$ cat src/rtl/fp32_pkg.sv
// Shared constants and enums for the float32 -> int32 converter.
// FP2INT_ROUND_NEAREST_EN (in the top) selects round-to-nearest-even instead of truncation.
package fp32_pkg;

    localparam int unsigned FRAC_W = 23;
    localparam int unsigned EXP_W  = 8;
    localparam int unsigned MAG_W  = 24;

    localparam logic [EXP_W-1:0] EXP_BIAS      = 8'd127;
    localparam logic [EXP_W-1:0] INT_ALIGN_EXP = 8'd150;
    localparam logic [EXP_W-1:0] EXP_SAT       = 8'd158;
    localparam logic [EXP_W-1:0] EXP_SPECIAL   = 8'hFF;
    // Largest exponent whose magnitude is below 0.5.
    localparam logic [EXP_W-1:0] EXP_TINY_MAX  = EXP_BIAS - 8'd2;

    localparam logic [31:0] INT_MAX    = 32'h7FFF_FFFF;
    localparam logic [31:0] INT_MIN    = 32'h8000_0000;
    localparam logic [31:0] FP_INT_MIN = 32'hCF00_0000;

    typedef enum logic [2:0] {
        ClsZero, ClsTiny, ClsNormal, ClsSat, ClsInf, ClsNan
    } fp_class_e;

    typedef enum logic [1:0] {
        StIdle, StShift, StRound, StDone
    } state_e;

    function automatic logic [31:0] sat_by_sign(input logic sign);
        return sign ? INT_MIN : INT_MAX;
    endfunction

endpackage

$ cat src/rtl/fp32_classify.sv
// Combinational unpack of a float32: class, alignment shift amount and direction.
module fp32_classify
    import fp32_pkg::*;
(
    input  logic [31:0] i_a,
    output fp_class_e   o_cls,
    output logic        o_sign,
    output logic [4:0]  o_shamt,
    output logic        o_left
);

    logic [EXP_W-1:0]  w_exp;
    logic [FRAC_W-1:0] w_frac;
    logic [EXP_W-1:0]  w_diff_l;
    logic [EXP_W-1:0]  w_diff_r;

    assign o_sign   = i_a[31];
    assign w_exp    = i_a[30:23];
    assign w_frac   = i_a[22:0];
    assign w_diff_l = w_exp - INT_ALIGN_EXP;
    assign w_diff_r = INT_ALIGN_EXP - w_exp;

    always_comb begin
        o_cls   = ClsZero;
        o_shamt = 5'd0;
        o_left  = 1'b0;
        if (w_exp == EXP_SPECIAL) begin
            o_cls = (w_frac != '0) ? ClsNan : ClsInf;
        end else if (w_exp >= EXP_SAT) begin
            o_cls = ClsSat;
        end else if (w_exp == '0) begin
            o_cls = ClsZero;
        end else if (w_exp <= EXP_TINY_MAX) begin
            o_cls = ClsTiny;
        end else begin
            o_cls = ClsNormal;
            if (w_exp > INT_ALIGN_EXP) begin
                o_left  = 1'b1;
                o_shamt = w_diff_l[4:0];
            end else begin
                o_shamt = w_diff_r[4:0];
            end
        end
    end

endmodule

$ cat src/rtl/fp32_to_int32_seq.sv
// Iterative float32 -> int32 converter: classify, multi-cycle align, round, negate, saturate.
// Define FP2INT_ROUND_NEAREST_EN for round-to-nearest-even; default truncates toward zero.
module fp32_to_int32_seq
    import fp32_pkg::*;
#(
    parameter int unsigned SHIFT_STEP = 1
) (
    input  logic        clk,
    input  logic        rst_n,
    input  logic        in_valid,
    output logic        in_ready,
    input  logic [31:0] A,
    output logic        out_valid,
    input  logic        out_ready,
    output logic [31:0] S,
    output logic        overflow,
    output logic        invalid,
    output logic        inexact
);

    localparam logic [4:0] STEP = 5'(SHIFT_STEP);

    state_e      r_state, w_state_d;
    logic [31:0] r_mag, w_mag_d;
    logic        r_guard, w_guard_d;
    logic        r_sticky, w_sticky_d;
    logic [4:0]  r_rem, w_rem_d;
    logic        r_left, w_left_d;
    logic        r_sign, w_sign_d;
    logic [31:0] r_s, w_s_d;
    logic        r_ovf, w_ovf_d;
    logic        r_inv, w_inv_d;
    logic        r_inx, w_inx_d;

    fp_class_e   w_cls;
    logic        w_sign;
    logic [4:0]  w_shamt;
    logic        w_left;

    fp32_classify u_classify (
        .i_a     (A),
        .o_cls   (w_cls),
        .o_sign  (w_sign),
        .o_shamt (w_shamt),
        .o_left  (w_left)
    );

    logic [4:0]  w_step;
    logic [32:0] w_ext;
    logic [32:0] w_ext_sh;
    logic [32:0] w_lost_mask;
    logic        w_lost;
    logic        w_inc;
    logic [31:0] w_mag_rnd;
    logic [31:0] w_res;

    assign w_step      = (r_rem < STEP) ? r_rem : STEP;
    // {mag, guard}: after a right shift bit 0 is the new guard, everything below it is sticky.
    assign w_ext       = {r_mag, r_guard};
    assign w_ext_sh    = w_ext >> w_step;
    assign w_lost_mask = (33'd1 << w_step) - 33'd1;
    assign w_lost      = |(w_ext & w_lost_mask);

`ifdef FP2INT_ROUND_NEAREST_EN
    assign w_inc = r_guard & (r_sticky | r_mag[0]);
`else
    assign w_inc = 1'b0;
`endif

    assign w_mag_rnd = r_mag + {31'd0, w_inc};
    assign w_res     = r_sign ? (32'd0 - w_mag_rnd) : w_mag_rnd;

    always_comb begin
        w_state_d  = r_state;
        w_mag_d    = r_mag;
        w_guard_d  = r_guard;
        w_sticky_d = r_sticky;
        w_rem_d    = r_rem;
        w_left_d   = r_left;
        w_sign_d   = r_sign;
        w_s_d      = r_s;
        w_ovf_d    = r_ovf;
        w_inv_d    = r_inv;
        w_inx_d    = r_inx;
        unique case (r_state)
            StIdle: begin
                if (in_valid) begin
                    w_sign_d   = w_sign;
                    w_mag_d    = {8'd0, 1'b1, A[FRAC_W-1:0]};
                    w_guard_d  = 1'b0;
                    w_sticky_d = 1'b0;
                    w_rem_d    = w_shamt;
                    w_left_d   = w_left;
                    w_ovf_d    = 1'b0;
                    w_inv_d    = 1'b0;
                    w_inx_d    = 1'b0;
                    w_state_d  = StDone;
                    unique case (w_cls)
                        ClsNan: begin
                            w_s_d   = INT_MAX;
                            w_inv_d = 1'b1;
                        end
                        ClsInf: begin
                            w_s_d   = sat_by_sign(w_sign);
                            w_ovf_d = 1'b1;
                        end
                        ClsSat: begin
                            w_s_d   = sat_by_sign(w_sign);
                            w_ovf_d = (A != FP_INT_MIN);
                        end
                        ClsZero: begin
                            w_s_d   = 32'd0;
                            w_inx_d = (A[FRAC_W-1:0] != '0);
                        end
                        ClsTiny: begin
                            w_s_d   = 32'd0;
                            w_inx_d = 1'b1;
                        end
                        ClsNormal: w_state_d = (w_shamt == 5'd0) ? StRound : StShift;
                        default:   w_state_d = StDone;
                    endcase
                end
            end
            StShift: begin
                if (r_left) begin
                    w_mag_d = r_mag << w_step;
                end else begin
                    w_mag_d    = w_ext_sh[32:1];
                    w_guard_d  = w_ext_sh[0];
                    w_sticky_d = r_sticky | w_lost;
                end
                w_rem_d = r_rem - w_step;
                if (r_rem == w_step) begin
                    w_state_d = StRound;
                end
            end
            StRound: begin
                w_s_d     = w_res;
                w_inx_d   = r_guard | r_sticky;
                w_state_d = StDone;
            end
            StDone: begin
                if (out_ready) begin
                    w_state_d = StIdle;
                end
            end
            default: w_state_d = StIdle;
        endcase
    end

    always_ff @(posedge clk) begin
        if (!rst_n) begin
            r_state  <= StIdle;
            r_mag    <= '0;
            r_guard  <= 1'b0;
            r_sticky <= 1'b0;
            r_rem    <= '0;
            r_left   <= 1'b0;
            r_sign   <= 1'b0;
            r_s      <= '0;
            r_ovf    <= 1'b0;
            r_inv    <= 1'b0;
            r_inx    <= 1'b0;
        end else begin
            r_state  <= w_state_d;
            r_mag    <= w_mag_d;
            r_guard  <= w_guard_d;
            r_sticky <= w_sticky_d;
            r_rem    <= w_rem_d;
            r_left   <= w_left_d;
            r_sign   <= w_sign_d;
            r_s      <= w_s_d;
            r_ovf    <= w_ovf_d;
            r_inv    <= w_inv_d;
            r_inx    <= w_inx_d;
        end
    end

    assign in_ready  = (r_state == StIdle);
    assign out_valid = (r_state == StDone);
    assign S         = r_s;
    assign overflow  = r_ovf;
    assign invalid   = r_inv;
    assign inexact   = r_inx;

endmodule

$ cat config.mk
export PLATFORM = sky130hd
export DESIGN_NAME = fp32_to_int32_seq
export DESIGN_NICKNAME = d
export VERILOG_FILES = /design/src/rtl/fp32_pkg.sv /design/src/rtl/fp32_classify.sv /design/src/rtl/fp32_to_int32_seq.sv
export SDC_FILE = /design/constraint.sdc
export NUM_CORES = 1
export LEC_CHECK = 0
export ABC_AREA = 1
export CAP_MARGIN = 20
export CELL_PAD_IN_SITES_DETAIL_PLACEMENT = 2
export CELL_PAD_IN_SITES_GLOBAL_PLACEMENT = 2
export CORE_ASPECT_RATIO = 1.1
export CORE_UTILIZATION = 31
export CTS_BUF_LIST = sky130_fd_sc_hd__clkbuf_8
export DETAILED_ROUTE_END_ITERATION = 10
export HOLD_SLACK_MARGIN = 0.03
export PLACE_DENSITY = 0.82
export SYNTH_ARGS = -nofsm -noshare
export SYNTH_HDL_FRONTEND = slang
export SYNTH_SLANG_ARGS = --single-unit
$ cat constraint.sdc
create_clock -name clk -period 2.1 [get_ports clk]
set_input_delay 0.21 -clock clk [delete_from_list [all_inputs] [get_ports clk]]
set_output_delay 0.21 -clock clk [all_outputs]
set_load 0.01 [all_outputs]
Yosys cells after proc, flatten, opt, wreduce, memory -nomap -nowiden
Index checks and enable logic that the tools add are counted.

cells by class
  add/sub/neg operators = 5
  $lt $le $gt $ge = 4
  eq/ne operators = 16
  shift-type cells = 3
  multiplexer cells = 42
  bitwise gates (word level) = 3
  reduce and logical (&&, ||, !) cells = 16

operators by type and width
  cell                     count
  $mux W32                 5
  $pmux W32 S2             2
  $pmux W32 S3             1
  $mux W5                  7
  $and A33 B33 Y33         1
  $reduce_or A33 Y1        1
  $shl A1 B5 Y33 const A   1
  $shr A33 B5 Y33          1
  $sub A33 B1 Y33 const B  1
  $ne A32 B32 Y1 const B   1
  $shl A32 B5 Y32          1
  $sub A1 B32 Y32 const A  1
  $reduce_bool A23 Y1      1
  $mux W2                  6
  $mux W1                  11
  $pmux W1 S2              5
  $pmux W5 S2              1
  $mux W3                  3
  $reduce_and A3 Y1        3
  $eq A8 B8 Y1 const B     1
  $ge A8 B8 Y1 const B     1
  $gt A8 B8 Y1 const B     1
  $le A8 B7 Y1 const B     1
  $logic_not A8 Y1         1
  21 further kinds         31

word-level totals
  register bits after elaboration = 78
  bits of input ports = 36
  output and inout port bits = 37

Depth between registers and ports, before layout
  depth after elaboration = 11
  depth in mapped cells = 15
  gate-level depth less buffers = 15

Modules after synthesis
Synthesis repeated with hierarchy kept, for this count alone.

second synthesis, totals
  cell total of the unflattened synthesis = 857
  area, all modules = 5,373.9 um^2

modules (own cells, without submodules)
  module             times used  cells each  area an instance (um^2)  seq. area each (um^2)
  fp32_to_int32_seq  1           755         4,835.9                  1,561.5
  fp32_classify      1           102         538.0                    0.0

Least setup slack after synthesis
Ideal clock, no wire load.

  path kind = register to register
  start point = register r_state[0]
  end point = register r_mag[27]
  setup time = 0.116 ns
  arrival = 1.734 ns
  setup slack = 0.249 ns
  stages on the path, launching flop included = 11
  path buffers = 1
  period minus slack after synthesis = 1.851 ns
  path through = dfxtp_1 > inv_1 > ha_1 > nand2_1 > o21ai_0 > buf_2 > nand2_1 > o21ai_0 > o211ai_1 > o211ai_1 > inv_1

on the way
  longest elaborated chain between the ends = 3
  elaborated cells between the ends (all ways) = 6
  those cells by class = 2 x eq/ne; 1 x mux; 3 x reduce/logical

ends and longest elaborated chain
  what                                                          RTL line                  text
  start: declaration                                            fp32_to_int32_seq.sv:23   state_e r_state, w_state_d;
  start signal: assignment                                      fp32_to_int32_seq.sv:153  r_state <= StIdle;
  start signal: assignment                                      fp32_to_int32_seq.sv:165  r_state <= w_state_d;
  $logic_not A2 Y1 (*)                                          n/a
  net in_ready                                                  fp32_to_int32_seq.sv:11   output logic in_ready,
  $ne A2 B2 Y1 (no line) or $reduce_bool A2 Y1 (tied branches)  n/a
  $reduce_and A2 Y1 (no line)                                   n/a
  end signal: assignment                                        fp32_to_int32_seq.sv:166  r_mag <= w_mag_d;
  end: declaration                                              fp32_to_int32_seq.sv:24   logic [31:0] r_mag, w_mag_d;

Mark *: on every way through the listed nets, which the timed path passes. The rest lies on a longest branch.
A chain may end at the register's enable or synchronous reset.

Worst setup path in the final report
  start point = input port A[25]
  end point = register r_s[31] (netlist: S[31])

on the way
  longest elaborated chain between the ends = 10
  elaborated cells between the ends (all ways) = 20
  those cells by class = 2 x order compare; 6 x eq/ne; 7 x mux; 5 x reduce/logical

ends and longest elaborated chain
  what                                        RTL line                  text
  start: declaration                          fp32_to_int32_seq.sv:12   input logic [31:0] A,
  $le A8 B7 Y1                                fp32_classify.sv:33       end else if (w_exp <= EXP_TINY_MAX) begin
  $mux W2                                     fp32_classify.sv:33
  $mux W3                                     fp32_classify.sv:31       end else if (w_exp == '0) begin
  $mux W3                                     fp32_classify.sv:29       end else if (w_exp >= EXP_SAT) begin
  $mux W3 (*)                                 fp32_classify.sv:27       if (w_exp == EXP_SPECIAL) begin
  $eq A3 B1 Y1, or another cell as far along  fp32_to_int32_seq.sv:98   unique case (w_cls)
  $reduce_or A2 Y1 (no line)                  n/a
  $pmux W32 S3                                fp32_to_int32_seq.sv:98
  $mux W32                                    fp32_to_int32_seq.sv:87   if (in_valid) begin
  $pmux W32 S2                                fp32_to_int32_seq.sv:85   unique case (r_state)
  end signal: assignment                      fp32_to_int32_seq.sv:172  r_s <= w_s_d;
  end: declaration                            fp32_to_int32_seq.sv:30   logic [31:0] r_s, w_s_d;

Every way passes the cells marked *; elsewhere a longest branch is shown, timed or not. The select of a mux whose other input is x is not followed.

==> impl_metrics.tcl <==
set metrics [dict create \
    placed_cells 1125 \
    layout.area.seq_um2 1570 \
    antenna_found_initial 0 \
    synthTopCellsByArea "dfxtp_1, nand2_1, inv_1" \
    drt_wl_total_um 23100 \
    dpl-instance-area_um2 6610 \
    die_h_um 138 \
    post_drt_wl_per_cell_um 20.2 \
    layout_setup_ws_ps 115 \
    worst_pin_slew_ps 625 \
    die_area_um2 17200 \
    place.gp.congestion 0.892 \
    pre_cts_ws_ps -461 \
    die_x_um 125 \
    initial_core_util_pct 31.6 \
    fp.coreArea_um2 16400 \
    critPathLaunchType "input pin" \
    synth_area_um2 5180 \
    period_needed_ps 1990 \
    cts_root_buffer "clkbuf_8" \
    grt_overflow 0 \
    hold-worst-slack_ps 454 \
    setup_viol 0 \
    synth_cell_types 37 \
    grt_usage_pct 27.1 \
    grt_pass1_wl_um 36000 \
    post-route-cell-area_um2 6950 \
    rows 49 \
    yosys.area.top_type "dfxtp_1" \
    finalCritPeriodShare_pct 94.5 \
    n_antenna_cell 0 \
    synth_top_flop_cell "dfxtp_1" \
    io_buffers 72 \
    setup_tns_ps 0 \
    hold_class "input pin to register" \
    clkLatencyLatePin_ps 390 \
    clock_path_buffers 2 \
    vias_per_cell 5.50 \
    violations "DRC" \
    yosysTopAreaCellShare_pct 30.2 \
    slew_headroom_pct 58.3 \
    met2WireLength_um 11800 \
    yosys_warnings 0 \
    yosysMostFrequentCell "nand2_1" \
    synthCells 808 \
    power_leakage_nw 3.09 \
    synth_commonest_cells "nand2_1, inv_1, dfxtp_1, nor2_1, o21ai_0" \
    ctsHtreeMaxLevel 3 \
    pin_count 73 \
    dr.pass1.iters 10 \
    drt-met1-wl_um 9690 \
    stdcell_count 1144 \
    yosysSeqAreaShare_pct 30.2 \
    syn_to_final_growth_pct 34.2 \
    status "finished with violations" \
    maxCapViolations 0 \
    clkSinkCount 78 \
    arrival_ps 2280 \
    cp_max_fo 17 \
    cts_tree "yes" \
    finClkSkew_ps 8.40 \
    top_layer "met4" \
    fmax_ghz 0.504 \
    required_ps 2390 \
    path_class "input pin to register" \
    layout-drive-gt1-share_pct 14.3 \
    multi_input_comb_area_um2 3130 \
    finalHoldViolCount 0 \
    ant_nets 0 \
    drt-initial-drc-count 278 \
    drc 2 \
    cellPowerDensity_nw_per_um2 1500 \
    ir_drop_uv 488 \
    grt_pass1_vias 6769 \
    dr_wl_met3_um 712 \
    fill_cells 1957 \
    final_net_count 984 \
    clk_pin_slew_ps 90 \
    endpoint_kind "register" \
    dr_total_vias 6288 \
    grt_max_degree 37 \
    synthArstFlopShare_pct 0 \
    synth-seq-cells 78 \
    dp_hpwl_um 17700 \
    report.final.slew_viol_count 0 \
    synth_edf_count 0 \
    cts-hold-fix-buffers 0 \
    syn_area_per_cell_um2 6.41 \
    synth_nets 857 \
    numCtsBuffers 9 \
]
critical path, cell delays in order:
cell and delay (ps):
clkdlybuf4s50_1 490, ha_1 180, nand2_1 70, nor2_2 120
nand2_1 80, nand2_2 140, nor3_4 70, nor3_4 250
buf_6 170, buf_12 160, o211ai_1 170, nand2_1 110
inv_1 40
flip-flops by register name (all words and copies together) (netlist names), 2 cells and up:
register / cells
r_state: 2
r_mag: 32
S: 32
r_rem: 5
cell usage in the layout (no fill, tap or decap), types with 8 or more instances in the layout:
| master | count |
|---|---|
| nand3_1 | 47 |
| o221ai_1 | 10 |
| o21ai_1 | 13 |
| nor2_2 | 10 |
| a221oi_1 | 21 |
| xor2_1 | 9 |
| o211ai_1 | 9 |
| a21oi_1 | 61 |
| dfxtp_1 | 75 |
| o21ai_0 | 70 |
| clkdlybuf4s50_1 | 70 |
| buf_4 | 80 |
| clkbuf_8 | 9 |
| inv_1 | 109 |
| o2111ai_1 | 8 |
| ha_1 | 11 |
| o21a_1 | 25 |
| nor2_1 | 66 |
| nand2_1 | 168 |
final timing paths:
check | endpoint | from | slack [ps] | depth (start not counted)
setup / recovery | S[31] | A[25] | 110 | 13
hold reg to reg | invalid | invalid | 490 | 2
hold / removal | r_rem[0] | A[23] | 450 | 4
setup reg to reg | S[31] | r_state[0] | 120 | 11
area by class of cell:
| class | instances | share of cell area [%] |
|---|---|---|
| Timing Repair Buffer | 156 | 20.1 |
| Clock buffer | 9 | 1.78 |
| Tap cell | 204 | 3.67 |
| Inverter | 110 | 5.94 |
| Multi-Input combinational cell | 580 | 45.1 |
| Clock inverter | 7 | 0.936 |
| Sequential cell | 78 | 22.5 |
power breakdown:
part / internal [mW] / total (mW) / switching, mW / leakage, nW
registers: 2.02 / 2.50 / 0.480 / 0.644
logic: 2.46 / 6.73 / 4.27 / 2.35
clock network: 0.541 / 1.19 / 0.649 / 0.0948
total: 5.03 / 10.4 / 5.40 / 3.09
timing repair:
item / 4_1_cts / 5_1_grt
setup buffers: 0 / 2
cloned: 0 / 1
setup endpoints to repair: 13 / 43
pin swaps: 0 / 3
resized for setup: 7 / 31
cells by family (layout without fill, tap and decap cells):
group	Yosys count	count (layout)	synth area share, %
adder cells (fa/ha/maj)	13	13	3.14
buffers and inverters	150	282	11.3
flip-flops	78	78	30.2
AND/OR/NAND/NOR	321	321	25.9
XOR/XNOR	10	10	1.69
AO/OA/AOI/OAI	236	236	27.9
routing by layer:
layer  global-route usage [%]  vias up
met1                     31.1     3109
met4                     14.4        0
li1                         -     2975
met2                     49.9      151
met3                     2.95       53
met5                        0        -
through the flow:
stage	utilization, %	power [mW]
6_report	42.5	10.4
5_1_grt	42.5	11.2
4_1_cts	41.7	10.2
3_5_place_dp	40.4	8.91
2_1_floorplan	-	6.21
3_3_place_gp	40.4	8.48
(Power assumes the default switching activity.)
==> RTL change 1: new RTL, same settings <==
Change the package constant `INT_MAX` from 32'h7FFF_FFFF to 32'h40000000.
--- a/src/rtl/fp32_pkg.sv
+++ b/src/rtl/fp32_pkg.sv
@@ -13,7 +13,7 @@
     // Largest exponent whose magnitude is below 0.5.
     localparam logic [EXP_W-1:0] EXP_TINY_MAX  = EXP_BIAS - 8'd2;
 
-    localparam logic [31:0] INT_MAX    = 32'h7FFF_FFFF;
+    localparam logic [31:0] INT_MAX    = 32'h40000000;
     localparam logic [31:0] INT_MIN    = 32'h8000_0000;
     localparam logic [31:0] FP_INT_MIN = 32'hCF00_0000;
 
Behaviour: not the same (Yosys sat finds a counterexample within 4 cycles, from zero or initial values and one cycle with rst_n low).
==> RTL change 1 against the original RTL <==
Area after synthesis is 0.48% lower; design area rose by 0.16%; sequential cell count unchanged; power up 14%; cell count shrank 0.79%; wire length rose by 19%; highest routed layer unchanged; clock skew is 0.0048 ns higher; setup slack got worse by 0.36 ns; the flow finishes with violations (design-rule violations, negative setup slack); critical endpoint is now r_guard; critical path type is now flip-flop to flip-flop; worst hold slack worse by 0.068 ns; largest cell class unchanged.
==> RTL change 1: results <==
[critical_path]
slowest_delay_ns = 0.43
cp_max_fo = 5
r2r_cells = 9
cp_slowest_cell = "a311oi_1"
timing.rr.start = "r_state[0]"
path_delay_family = "compound AO/OA/AOI/OAI gates"
arrival_ns = 2.59
r2r_end = "r_guard"

[sta]
whs_ns = 0.386
worst_clock_skew_ns = 0.0132
worst_slack_ns = -0.249
setup_viol = 7
max_slew_margin_pct = 53.4

[grt]
grt_pass1_vias = 7236
grt_pass1_wl_microns = 39700
antenna_found_initial = 0
grt_usage_pct = 30.3

[finish]
fin_cells = 1135
n_fill_cell = 1936
nNetsFinal = 975
drive_gt1_share_pct = 15.3

[synth]
yosys-top-cells-count = "155 x nand2_1, 88 x inv_1, 78 x dfxtp_1"
synthDistinctLibCells = 43
synth_ff_type = "dfxtp_1"
syn_area_per_cell_sq_um = 6.56
synth_nets = 835
ys_seq_area_share_pct = 30.3

[pwr]
peakVddDrop_uv = 646
leakage_uw = 0.00298

[drt]
firstDrtPassIters = 8
drt-vias-per-instance = 5.84
drc = 9
wire_per_inst_microns = 24.2
drtIter0Drc = 427

[placement]
hpwl_microns = 19100
gp_congestion = 0.900

[worst_hold_path]
worstHoldPathCells = 4

[run_status]
status = "finished with violations"
violations = "design-rule violations, negative setup slack"

[clock_network]
clockBufferDepth = 2
[RTL change 1: per-stage QoR]
stage | setup TNS [ns] | setup slack [ns] | utilization [%] | cell area, sq um
final | -0.402 | -0.249 | 42.7 | 6960
after CTS | 0 | 0.0256 | 42.1 | 6870
after global placement | -11.02 | -0.331 | 40.7 | 6650
after global routing | -2.04 | -0.319 | 42.7 | 6960
after detailed placement | -19.22 | -0.565 | 40.7 | 6650
after floorplan | 0 | 0.282 | - | 5150
[RTL change 1: area by class of cell]
| cell class | count | area (sq um) | area share [%] |
|---|---|---|---|
| Inverter | 94 | 357 | 5.12 |
| Sequential cell | 78 | 1560 | 22.4 |
| Clock inverter | 6 | 23.8 | 0.341 |
| Timing Repair Buffer | 171 | 1520 | 21.8 |
| Clock buffer | 10 | 138 | 1.98 |
| Tap cell | 204 | 255 | 3.67 |
| Multi-Input combinational cell | 572 | 3110 | 44.6 |
[RTL change 1: worst max path at each step]
stage,start,end,slack (ns),cells past startpoint
after detailed placement,A[24],S[11],-0.57,13
after global placement,A[24],S[16],-0.33,13
after floorplan,r_state[0],r_mag[17],0.28,8
after CTS,r_mag[1],S[14],0.03,11
final,r_state[0],r_guard,-0.25,9
after global routing,r_state[1],r_guard,-0.32,8
[RTL change 1: routing by layer]
layer  global-route usage, %  vias up  share of wire, %  wire, microns
li1                        -     2968                 -              -
met1                    33.4     3319                39          10700
met2                    56.2      233                52          14100
met3                    4.00      106               3.8           1040
met4                    18.2        0               5.7           1560
met5                       0        -                 0              0
[RTL change 1: tightest hold or removal path, cell delays in order]
cell and delay, ns:
dlymetal6s2s_1 0.17, buf_4 0.17, nand3_1 0.10, a31oi_1 0.08
[RTL change 1: logic make-up (layout without fill, tap and decap cells)]
kind of cell | Yosys count | after routing | share of synthesized area (%)
and+or+nand+nor | 328 | 328 | 27.6
xor gates and xnor gates | 14 | 14 | 2.38
adders and majority gates | 13 | 13 | 3.16
buffers and inverters | 136 | 281 | 10.7
DFF | 78 | 78 | 30.3
AOI/OAI and AO/OA | 217 | 217 | 25.9
[RTL change 1: what timing repair did]
item / CTS / global route
gates resized for setup: 6 / 21
buffers inserted: 5 / 4
pin swaps: 2 / 5
hold buffers: 0 / 0
setup endpoints to repair: 40 / 56
[RTL change 1: power breakdown]
group	internal [uW]	switching, uW	total [uW]
Sequential	2090	597	2680
Combinational	3000	5110	8110
Clock	440	614	1050
Total	5530	6320	11900
==> RTL change 2: new RTL, same settings <==
Made on the original files. Encoding of `state_e`: now one-hot (4 bits for 4 states).
--- a/src/rtl/fp32_pkg.sv
+++ b/src/rtl/fp32_pkg.sv
@@ -21,8 +21,8 @@
         ClsZero, ClsTiny, ClsNormal, ClsSat, ClsInf, ClsNan
     } fp_class_e;
 
-    typedef enum logic [1:0] {
-        StIdle, StShift, StRound, StDone
+    typedef enum logic [3:0] {
+        StIdle = 4'b0001, StShift = 4'b0010, StRound = 4'b0100, StDone = 4'b1000
     } state_e;
 
     function automatic logic [31:0] sat_by_sign(input logic sign);
Function: no difference found for any inputs over 4 cycles, from zero or initial values and one cycle with rst_n low; so few cycles prove little.
==> RTL change 2 against the original RTL <==
Wire length grew 2.1%; area after synthesis increased by 4.0%; design area rose by 1.2%; setup slack got worse by 0.093 ns; non-clock buffer count down 10; sequential cell count is 2 higher; clock power is 4% higher; power shrank 21%.
==> RTL change 2: results <==
[grt]
use_met3_pct = 2.52
grt_pass1_wl_microns = 37300
grt_usage_pct = 27.3
met1_usage_pct = 31.6
antenna_found_initial = 0
grt_max_degree = 37
grt_util_met2_pct = 50.1
grt_pass1_vias = 6970

[synth]
synth.area.top_cells = "dfxtp_1 30%, nand2_1 13%, nor2_1 9.2%"
ys_ff_latch = 80
async_flop_share_pct = 0
yosysWarningCount = 0
synthDistinctLibCells = 43
synth_nets = 918
ys_seq_area_share_pct = 29.7
yosys-top-cells-count = "188 x nand2_1, 132 x nor2_1, 111 x inv_1"
synth_ff_type = "dfxtp_1"
synth_edf_count = 0

[critical_path]
critPathLaunch = "r_mag[0]"
timing.rr.start = "r_mag[0]"
arrival_ns = 2.37
cp_max_fo = 4

[clock_network]
clk_latency_ns = 0.40
clockBufferDepth = 2
path_clk_slew_ns = 0.09
cts_root_buf = "clkbuf_8"
cts_made_buffers = 9
htree_levels = 3

[placement]
hpwl_microns = 17700
pre_cts_slack_ns = -0.317
gp_congestion = 0.889
io_buffers = 72
post_dp_cell_area_sq_mm = 0.00678

[pwr]
leakage_uw = 0.00314
peakVddDrop_uv = 538
switching_power_uw = 3990

[drt]
firstDrtPassIters = 4
drtIter0Drc = 279
wire_per_inst_microns = 19.1
dr_total_vias = 6418

[sta]
worst_clock_skew_ns = 0.0214
tightestPinTransition_ns = 0.522

[finish]
multi_input_area_sq_mm = 0.00313
nNetsFinal = 1037
diodes = 0
n_fill_cell = 2123
drive_gt1_share_pct = 12.9

[worst_hold_path]
hold_path_startpoint = "A[23]"
hp-class = "input port to flip-flop"

[run_status]
status = "finished, final reports clean"
RTL change 2: changes by cell type after synthesis, moves of 7 or more:
| cell | before | now |
|---|---|---|
| o22ai_1 | 5 | 16 |
| nor2_1 | 76 | 132 |
| o21a_1 | 25 | 3 |
| nand3_1 | 48 | 60 |
| o211ai_1 | 9 | 2 |
| clkbuf_1 | 28 | 16 |
| nand4_1 | 7 | 20 |
| a21oi_1 | 61 | 46 |
| o221ai_1 | 10 | 0 |
| nand2_1 | 170 | 188 |
| a221oi_1 | 21 | 5 |
| o21ai_0 | 76 | 68 |
| inv_2 | 1 | 11 |
RTL change 2: cells by family after synthesis:
family / share of synthesized area [%]
buf+inv: 12.4
xor+xnor: 1.14
flops: 29.7
compound gates: 18.6
simple gates: 36.0
fa+ha+maj: 2.09
RTL change 2: power groups by stage:
stage               Clock, uW  Combinational, uW  Sequential, uW
detailed placement          0               4580            2380
global route             1330               5180            2410
floorplan                   0               2590            2390
CTS                      1250               4650            2350
global placement            0               4400            2360
finish                   1240               4690            2360
RTL change 2: final timing paths:
kind / slack [ns] / endpoint / depth (start not counted)
max: 0.02 / S[14] / 12
min: 0.32 / r_rem[0] / 4
max reg2reg: 0.02 / S[14] / 12
min reg2reg: 0.50 / S[31] / 2
RTL change 2: critical path: stages (launching register included):
cell	delay [ns]
dfxtp_1	0.42
inv_1	0.12
ha_1	0.24
nand3_2	0.11
nor2_2	0.06
nand2_2	0.12
o21ai_2	0.09
buf_4	0.15
o21ai_0	0.22
a21oi_1	0.09
buf_4	0.16
o21ai_1	0.14
inv_1	0.05
RTL change 2: layout make-up:
class	instances	share of cell area (%)
Multi-Input combinational cell	630	44.5
Sequential cell	80	22.8
Timing Repair Buffer	146	19.0
Inverter	125	6.78
Tap cell	234	4.16
Clock buffer	10	1.96
Clock inverter	6	0.854
RTL change 2: what timing repair did:
item	4_1_cts	5_1_grt
endpoints found under the setup margin	0	35
resized for setup	0	14
setup buffers	0	4
hold endpoints to repair	0	0
RTL change 2: metal layers:
metal,vias to the layer above,share of wire (%)
met4,0,3.7
met3,47,2.9
met2,122,52
met5,-,0
met1,3157,41
li1,3092,-
RTL change 2: stage by stage:
step           total power, uW  hold slack [ns]  std cells
4_1_cts                   8250            0.471       1227
2_1_floorplan             4980            0.323        873
3_5_place_dp              6960            0.492       1211
3_3_place_gp              6750            0.456       1211
5_1_grt                   8920            0.337       1231
6_report                  8280            0.323       1231
